[src/rtl/div_unit_if.sv]
// div_unit_if: execute-stage divider request/response bundle.
//   div_sign     1 = signed (DIV), 0 = unsigned (DIVU), sampled at start
//   div_start_i  request, held by the pipeline until ready_o is seen
//   div_annul_i  abort current or pending operation
//   div_op1      dividend, sampled at start
//   div_op2      divisor, sampled at start
//   result_o     {remainder, quotient}, registered
//   ready_o      result valid, registered
interface div_unit_if #(
  parameter int unsigned WIDTH = 32
);
  logic                 div_sign;
  logic                 div_start_i;
  logic                 div_annul_i;
  logic [WIDTH-1:0]     div_op1;
  logic [WIDTH-1:0]     div_op2;
  logic [2*WIDTH-1:0]   result_o;
  logic                 ready_o;

  modport master (
    output div_sign, div_start_i, div_annul_i, div_op1, div_op2,
    input  result_o, ready_o
  );

  modport slave (
    input  div_sign, div_start_i, div_annul_i, div_op1, div_op2,
    output result_o, ready_o
  );
endinterface

[src/rtl/div_unit.sv]
// div_unit: iterative restoring divider, one quotient bit per clock.
//   clk  rising-edge clock
//   rst  asynchronous active-high reset
//   bus  div_unit_if slave: operands/start/annul in, {rem, quo}/ready out
// Latency is WIDTH cycles from the accepting edge to ready_o; a zero
// divisor completes in one cycle with an all-zero result.
module div_unit #(
  parameter int unsigned WIDTH = 32
) (
  input  logic       clk,
  input  logic       rst,
  div_unit_if.slave  bus
);
  localparam int unsigned CNT_W = $clog2(WIDTH) + 1;

  typedef enum logic [1:0] {IDLE, BYZERO, ON, END} state_t;

  state_t               state_q;
  logic [2*WIDTH:0]     acc_q;     // {partial remainder (WIDTH+1), quotient (WIDTH)}
  logic [2*WIDTH:0]     acc_d;
  logic [WIDTH-1:0]     dvs_q;
  logic                 qneg_q;
  logic                 rneg_q;
  logic [CNT_W-1:0]     cnt_q;
  logic [2*WIDTH-1:0]   result_q;
  logic                 ready_q;

  logic [WIDTH-1:0]     abs1;
  logic [WIDTH-1:0]     abs2;
  logic [2*WIDTH:0]     shifted;
  logic [WIDTH:0]       trial;
  logic [WIDTH-1:0]     quo_fix;
  logic [WIDTH-1:0]     rem_fix;

  always_comb begin
    abs1 = (bus.div_sign && bus.div_op1[WIDTH-1]) ? -bus.div_op1 : bus.div_op1;
    abs2 = (bus.div_sign && bus.div_op2[WIDTH-1]) ? -bus.div_op2 : bus.div_op2;
  end

  // One restoring step: shift, trial-subtract, keep on non-negative.
  always_comb begin
    shifted = {acc_q[2*WIDTH-1:0], 1'b0};
    trial   = shifted[2*WIDTH:WIDTH] - {1'b0, dvs_q};
    if (trial[WIDTH]) begin
      acc_d = shifted;
    end else begin
      acc_d = {trial, shifted[WIDTH-1:1], 1'b1};
    end
    quo_fix = qneg_q ? -acc_d[WIDTH-1:0]       : acc_d[WIDTH-1:0];
    rem_fix = rneg_q ? -acc_d[2*WIDTH-1:WIDTH] : acc_d[2*WIDTH-1:WIDTH];
  end

  always_ff @(posedge clk or posedge rst) begin
    if (rst) begin
      state_q  <= IDLE;
      acc_q    <= '0;
      dvs_q    <= '0;
      qneg_q   <= 1'b0;
      rneg_q   <= 1'b0;
      cnt_q    <= '0;
      result_q <= '0;
      ready_q  <= 1'b0;
    end else begin
      case (state_q)
        IDLE: begin
          if (bus.div_start_i && !bus.div_annul_i) begin
            if (bus.div_op2 == '0) begin
              state_q <= BYZERO;
            end else begin
              // Remainder half starts cleared; the dividend magnitude sits
              // in the quotient half and is shifted out as quotient bits enter.
              acc_q   <= {{(WIDTH+1){1'b0}}, abs1};
              dvs_q   <= abs2;
              qneg_q  <= bus.div_sign & (bus.div_op1[WIDTH-1] ^ bus.div_op2[WIDTH-1]);
              rneg_q  <= bus.div_sign & bus.div_op1[WIDTH-1];
              cnt_q   <= '0;
              state_q <= ON;
            end
          end
        end
        BYZERO: begin
          if (bus.div_annul_i) begin
            state_q <= IDLE;
          end else begin
            result_q <= '0;
            ready_q  <= 1'b1;
            state_q  <= END;
          end
        end
        ON: begin
          if (bus.div_annul_i) begin
            state_q <= IDLE;
          end else begin
            acc_q <= acc_d;
            cnt_q <= cnt_q + 1'b1;
            if (cnt_q == CNT_W'(WIDTH - 1)) begin
              result_q <= {rem_fix, quo_fix};
              ready_q  <= 1'b1;
              state_q  <= END;
            end
          end
        end
        END: begin
          if (!bus.div_start_i) begin
            ready_q <= 1'b0;
            state_q <= IDLE;
          end
        end
        default: state_q <= IDLE;
      endcase
    end
  end

  assign bus.result_o = result_q;
  assign bus.ready_o  = ready_q;
endmodule

[src/flat_wrapper.sv]
// flat-port wrapper written by rule: the top's interface ports become plain ports
module div_unit_flat 
#(
  parameter int unsigned WIDTH = 32
)
  (clk, rst, bus_div_sign, bus_div_start_i, bus_div_annul_i, bus_div_op1, bus_div_op2, bus_result_o, bus_ready_o);
  div_unit_if #(.WIDTH(WIDTH)) bus_i ();
  input  logic clk;
  input  logic rst;
  input wire logic [$bits(bus_i.div_sign)-1:0] bus_div_sign;
  input wire logic [$bits(bus_i.div_start_i)-1:0] bus_div_start_i;
  input wire logic [$bits(bus_i.div_annul_i)-1:0] bus_div_annul_i;
  input wire logic [$bits(bus_i.div_op1)-1:0] bus_div_op1;
  input wire logic [$bits(bus_i.div_op2)-1:0] bus_div_op2;
  output wire logic [$bits(bus_i.result_o)-1:0] bus_result_o;
  output wire logic [$bits(bus_i.ready_o)-1:0] bus_ready_o;
  assign bus_i.div_sign = bus_div_sign;
  assign bus_i.div_start_i = bus_div_start_i;
  assign bus_i.div_annul_i = bus_div_annul_i;
  assign bus_i.div_op1 = bus_div_op1;
  assign bus_i.div_op2 = bus_div_op2;
  assign bus_result_o = bus_i.result_o;
  assign bus_ready_o = bus_i.ready_o;
  div_unit #(.WIDTH(WIDTH)) u_core (.clk(clk), .rst(rst), .bus(bus_i));
endmodule
[config.mk]
export PLATFORM = sky130hd
export DESIGN_NAME = div_unit_flat
export DESIGN_NICKNAME = d
export VERILOG_FILES = /design/src/rtl/div_unit_if.sv /design/src/rtl/div_unit.sv /design/src/flat_wrapper.sv
export SDC_FILE = /design/constraint.sdc
export NUM_CORES = 1
export LEC_CHECK = 0
export BUFFER_PORTS_ARGS = -buffer_cell sky130_fd_sc_hd__buf_4
export CAP_MARGIN = 20
export CORE_MARGIN = 2
export CORE_UTILIZATION = 54
export CTS_BUF_LIST = sky130_fd_sc_hd__clkbuf_4 sky130_fd_sc_hd__clkbuf_8
export DETAILED_ROUTE_END_ITERATION = 10
export PLACE_DENSITY = 0.86
export SYNTH_ARGS = -nofsm -noshare
export SYNTH_HDL_FRONTEND = slang
export SYNTH_SLANG_ARGS = --single-unit
[constraint.sdc]
create_clock -name clk -period 10.45 [get_ports clk]
set_clock_uncertainty 0.15 [all_clocks]
set_input_delay 1.045 -clock clk [delete_from_list [all_inputs] [get_ports clk]]
set_output_delay 1.045 -clock clk [all_outputs]
set_load 0.01 [all_outputs]
==> qor.txt <==
================================================================================
Most instantiated flip-flop cell in the synthesis netlist ......... sky130_fd_sc_hd__dfrtp_1
Largest incremental delay on the critical path ....................      0.54 ns
Crit path buf inv count ...........................................            3
Synthesized flop and latch total ..................................          171
Final RePlAce weighted congestion .................................       0.9749
HPWL after DPL ....................................................    25,270 um
Area leader, netlist .............................................. sky130_fd_sc_hd__dfrtp_1
Synth unique cells ................................................           82
PwrDens ........................................................... 279.7 nW/um2
Hold_buf cts ......................................................            0
Total inserted antenna cells ......................................            0
Aggregate global routing overflow .................................            0
Antenna violations before repair ..................................            0
Number of gates resized after cts .................................            0
Critical R2R Launch ............................................... u_core.acc_q[31]$_DFFE_PP0P_
Die Y .............................................................     154.9 um
Cell-by-cell trace of the critical path ........................... inv_1 -> ha_1 -> inv_1 -> fa_1 -> a211oi_2 -> o211ai_2 -> a211o_1 -> and3_4 -> o21a_4 -> nor2_8 -> buf_4 -> mux2i_1 -> ha_1 -> nand4_1 -> nor4_1 -> a32oi_1 -> a21oi_1 -> a41oi_1 -> xnor2_1 -> o21ai_0
Syn. warnings .....................................................            0
Global-route wire length before repair ............................    54,680 um
Buffers added on ports ............................................          133
Static leakage ....................................................     6.134 nW
Post-route cell area ..............................................   13,760 um2
Cell types with the largest area share after synthesis ............ sky130_fd_sc_hd__dfrtp_1 (35%), sky130_fd_sc_hd__o21ai_0 (7.5%), sky130_fd_sc_hd__nand2_1 (7.0%)
Clk_lat worst skew ................................................      0.50 ns
Max Transition Viols Final ........................................            0
Initial standard-cell utilization of the core .....................       0.5467
Post-synthesis instance total .....................................        1,536
Startpoint of the worst setup timing path ......................... u_core.acc_q[31]$_DFFE_PP0P_
TritonCTS clock tree ..............................................         done
Post-DRT Antenna Nets .............................................            0
Maximum clock insertion buffer count ..............................            2
Share of synthesized flip-flops with an asynchronous set or reset .        1.000
Worst slew margin relative to its limit ...........................       0.2942
Number of global-route vias before repair .........................       10,430
Share of cells above drive strength 1 .............................       0.1247
Setup-failing EPs final ...........................................            0
Synthesized area per cell .........................................    8.009 um2
Worst slew pin tran ...............................................     1.049 ns
Worst min-delay path class ........................................ flip-flop to flip-flop
First-pass detailed-route iteration total .........................            6
Filler cell count .................................................        1,974
Data required time of the worst path ..............................     10.65 ns
CTS H-Tree Depth ..................................................            4
Maximum achievable frequency ......................................   0.1731 GHz
Core Region .......................................................   22,500 um2
Area taken by flip-flops and latches ..............................     4279 um2
Worst setup SP type ...............................................    flip-flop
Critical path type ................................................ flip-flop to flip-flop
Depth of the worst register-to-register path ......................           20
Setup fix buffers added after clock tree synthesis ................            0
Number of enable-type register cells in the synthesized netlist ...            0
Sequential cell area fraction in the yosys report .................       0.3478
Worst setup endpoint .............................................. u_core.bus.result_o[62]$_DFFE_PP0P_
Worst Setup End Kind ..............................................    flip-flop
Cell depth of the worst setup path ................................           20
Master of the slowest instance on the critical path ............... sky130_fd_sc_hd__buf_4
Largest net degree at the start of global routing .................           96
Root Buffer ....................................................... sky130_fd_sc_hd__clkbuf_8
Ratio of final minimum period to clock period .....................       0.5529
Worst-path fanout max .............................................           44
Number of maximum-capacitance constraint violations ...............            0
Area post-placement ...............................................   13,330 um2
Count of unresolved DRC violations after routing ..................            0
Reg2Reg Setup Slack ...............................................      4.67 ns
Reg-to-reg critical path endpoint ................................. u_core.bus.result_o[62]$_DFFE_PP0P_
Average wire per cell in the routed design ........................     17.66 um
Wire length after detailed routing ................................    33,790 um
Post-synth design cell area .......................................   12,300 um2
Floorplan die area ................................................   24,000 um2
Routed via count ..................................................       11,670
Max rail drop VDD .................................................    0.1656 mV
Worst path arrival time ...........................................      5.98 ns
Layout Area Growth over Synthesis .................................       11.82%
Most common library cell in the layout ignoring fill and taps ..... sky130_fd_sc_hd__nand2_1
Number of primary I/O pins ........................................          134
Cell class contributing the biggest share of worst-path delay ..... compound AO/OA/AOI/OAI gates
Synth top area share ..............................................       0.3478
# clock sinks .....................................................          171
Net count after synthesis .........................................        1,648
Final Critical Period .............................................     5.778 ns
Run status ........................................................ finished, final reports clean
RSZ-0062 raised after global routing ..............................           no
Count of standard-cell rows .......................................           55
Area used by multi-input combinational logic ......................     7388 um2
TritonCTS Buffers .................................................           17
Die Wd ............................................................     154.9 um
Drt first-iter violations .........................................        1,303
Clock-pin slew on the worst setup and hold paths ..................      0.11 ns
Leading cell types in the layout, fill and taps excluded .......... sky130_fd_sc_hd__nand2_1 (231), sky130_fd_sc_hd__o21ai_0 (185), sky130_fd_sc_hd__dfrtp_1 (171), sky130_fd_sc_hd__a21oi_1 (148), sky130_fd_sc_hd__buf_4 (142)
Overall Global Routing Usage ......................................       0.2827
Per-cell via count in the routed design ...........................        6.098
Setup TNS .........................................................         0 ns
# nets final ......................................................        1,727
Count of endpoints failing hold in the final timing report ........            0
================================================================================
flip-flops by register name (all words and copies together), names as in the netlist:
register / cells
u_core.bus.ready_o: 1
u_core.state_q: 2
u_core.cnt_q: 6
u_core.qneg_q: 1
u_core.rneg_q: 1
u_core.bus.result_o: 64
u_core.dvs_q: 32
u_core.acc_q: 64
area by class of cell:
class	instances	area share
sequential	171	0.3111
multi-input combinational	1220	0.5371
clock buffer	17	0.01701
clock inverter	15	0.01364
timing repair buffer	142	0.07750
tap	285	0.02592
inverter	63	0.01774
worst min path at each step:
stage,from,endpoint,slack (ns),cells after the start
final,u_core.dvs_q[23]$_DFFE_PP0P_,u_core.dvs_q[23]$_DFFE_PP0P_,0.34,2
after global routing,u_core.bus.result_o[35]$_DFFE_PP0P_,u_core.bus.result_o[35]$_DFFE_PP0P_,0.36,2
after CTS,u_core.dvs_q[31]$_DFFE_PP0P_,u_core.dvs_q[31]$_DFFE_PP0P_,0.35,2
after detailed placement,u_core.bus.result_o[20]$_DFFE_PP0P_,u_core.bus.result_o[20]$_DFFE_PP0P_,0.32,2
after global placement,u_core.dvs_q[17]$_DFFE_PP0P_,u_core.dvs_q[17]$_DFFE_PP0P_,0.31,2
after floorplan,u_core.dvs_q[17]$_DFFE_PP0P_,u_core.dvs_q[17]$_DFFE_PP0P_,0.30,2
synth_stat cells, drive strengths merged (6+ instances only):
library cell    n
a211oi         11
a21o           15
a21oi         149
a31oi           9
and2            8
and3            9
buf            31
clkbuf         51
dfrtp         171
ha             42
inv            63
mux2i          28
nand2         231
nand2b         13
nand3          17
nand3b          6
nand4          12
nor2          135
nor3           29
nor4           16
o21a            6
o21ai         198
o31ai          35
o41ai          14
or3            17
or4            10
xnor2          68
xor2           70
report_power, final:
group	switching [W]	internal, W
clock	0.000313	0.000187
sequential	0.000253	0.000894
combinational	0.00140	0.000798
metal layers:
layer	GRT usage	up-vias	part of all wire
met1	0.4355	5514	0.47
met5	0	-	0
li1	-	5568	-
met3	0.04485	53	0.092
met4	0.06834	0	0.016
met2	0.4161	531	0.43
cells by family after synthesis:
| logic type | Yosys count | synth area share |
|---|---|---|
| compound gates | 486 | 0.2364 |
| xor+xnor | 138 | 0.09825 |
| fa+ha+maj | 43 | 0.04434 |
| buf+inv | 145 | 0.05228 |
| flops | 171 | 0.3478 |
| mux | 29 | 0.02370 |
| simple gates | 524 | 0.1972 |
worst reg2reg max path, delay by kind of cell, from the launching register on:
| kind | cells | cell delay, ns |
|---|---|---|
| multiplexers | 1 | 0.41 |
| buffers and inverters | 3 | 0.76 |
| AND/OR/NAND/NOR | 4 | 0.83 |
| AO/OA/AOI/OAI | 8 | 1.92 |
| adder cells (fa/ha/maj) | 3 | 0.92 |
| XOR/XNOR | 1 | 0.20 |
| flip-flops | 1 | 0.46 |
per-stage QoR:
step                  util  setup WS (ns)  hold WS [ns]  total power (W)  std cells
floorplan                -          4.623        0.2998         0.002687       1536
global placement    0.5925          5.006        0.3130         0.003236       1881
detailed placement  0.5925          4.842        0.3209         0.003297       1881
CTS                 0.6113          4.826        0.3468         0.003798       1913
global route        0.6113          4.393        0.3609         0.004144       1913
finish              0.6113          4.672        0.3405         0.003847       1913
Power figures use the tool's default switching activity.
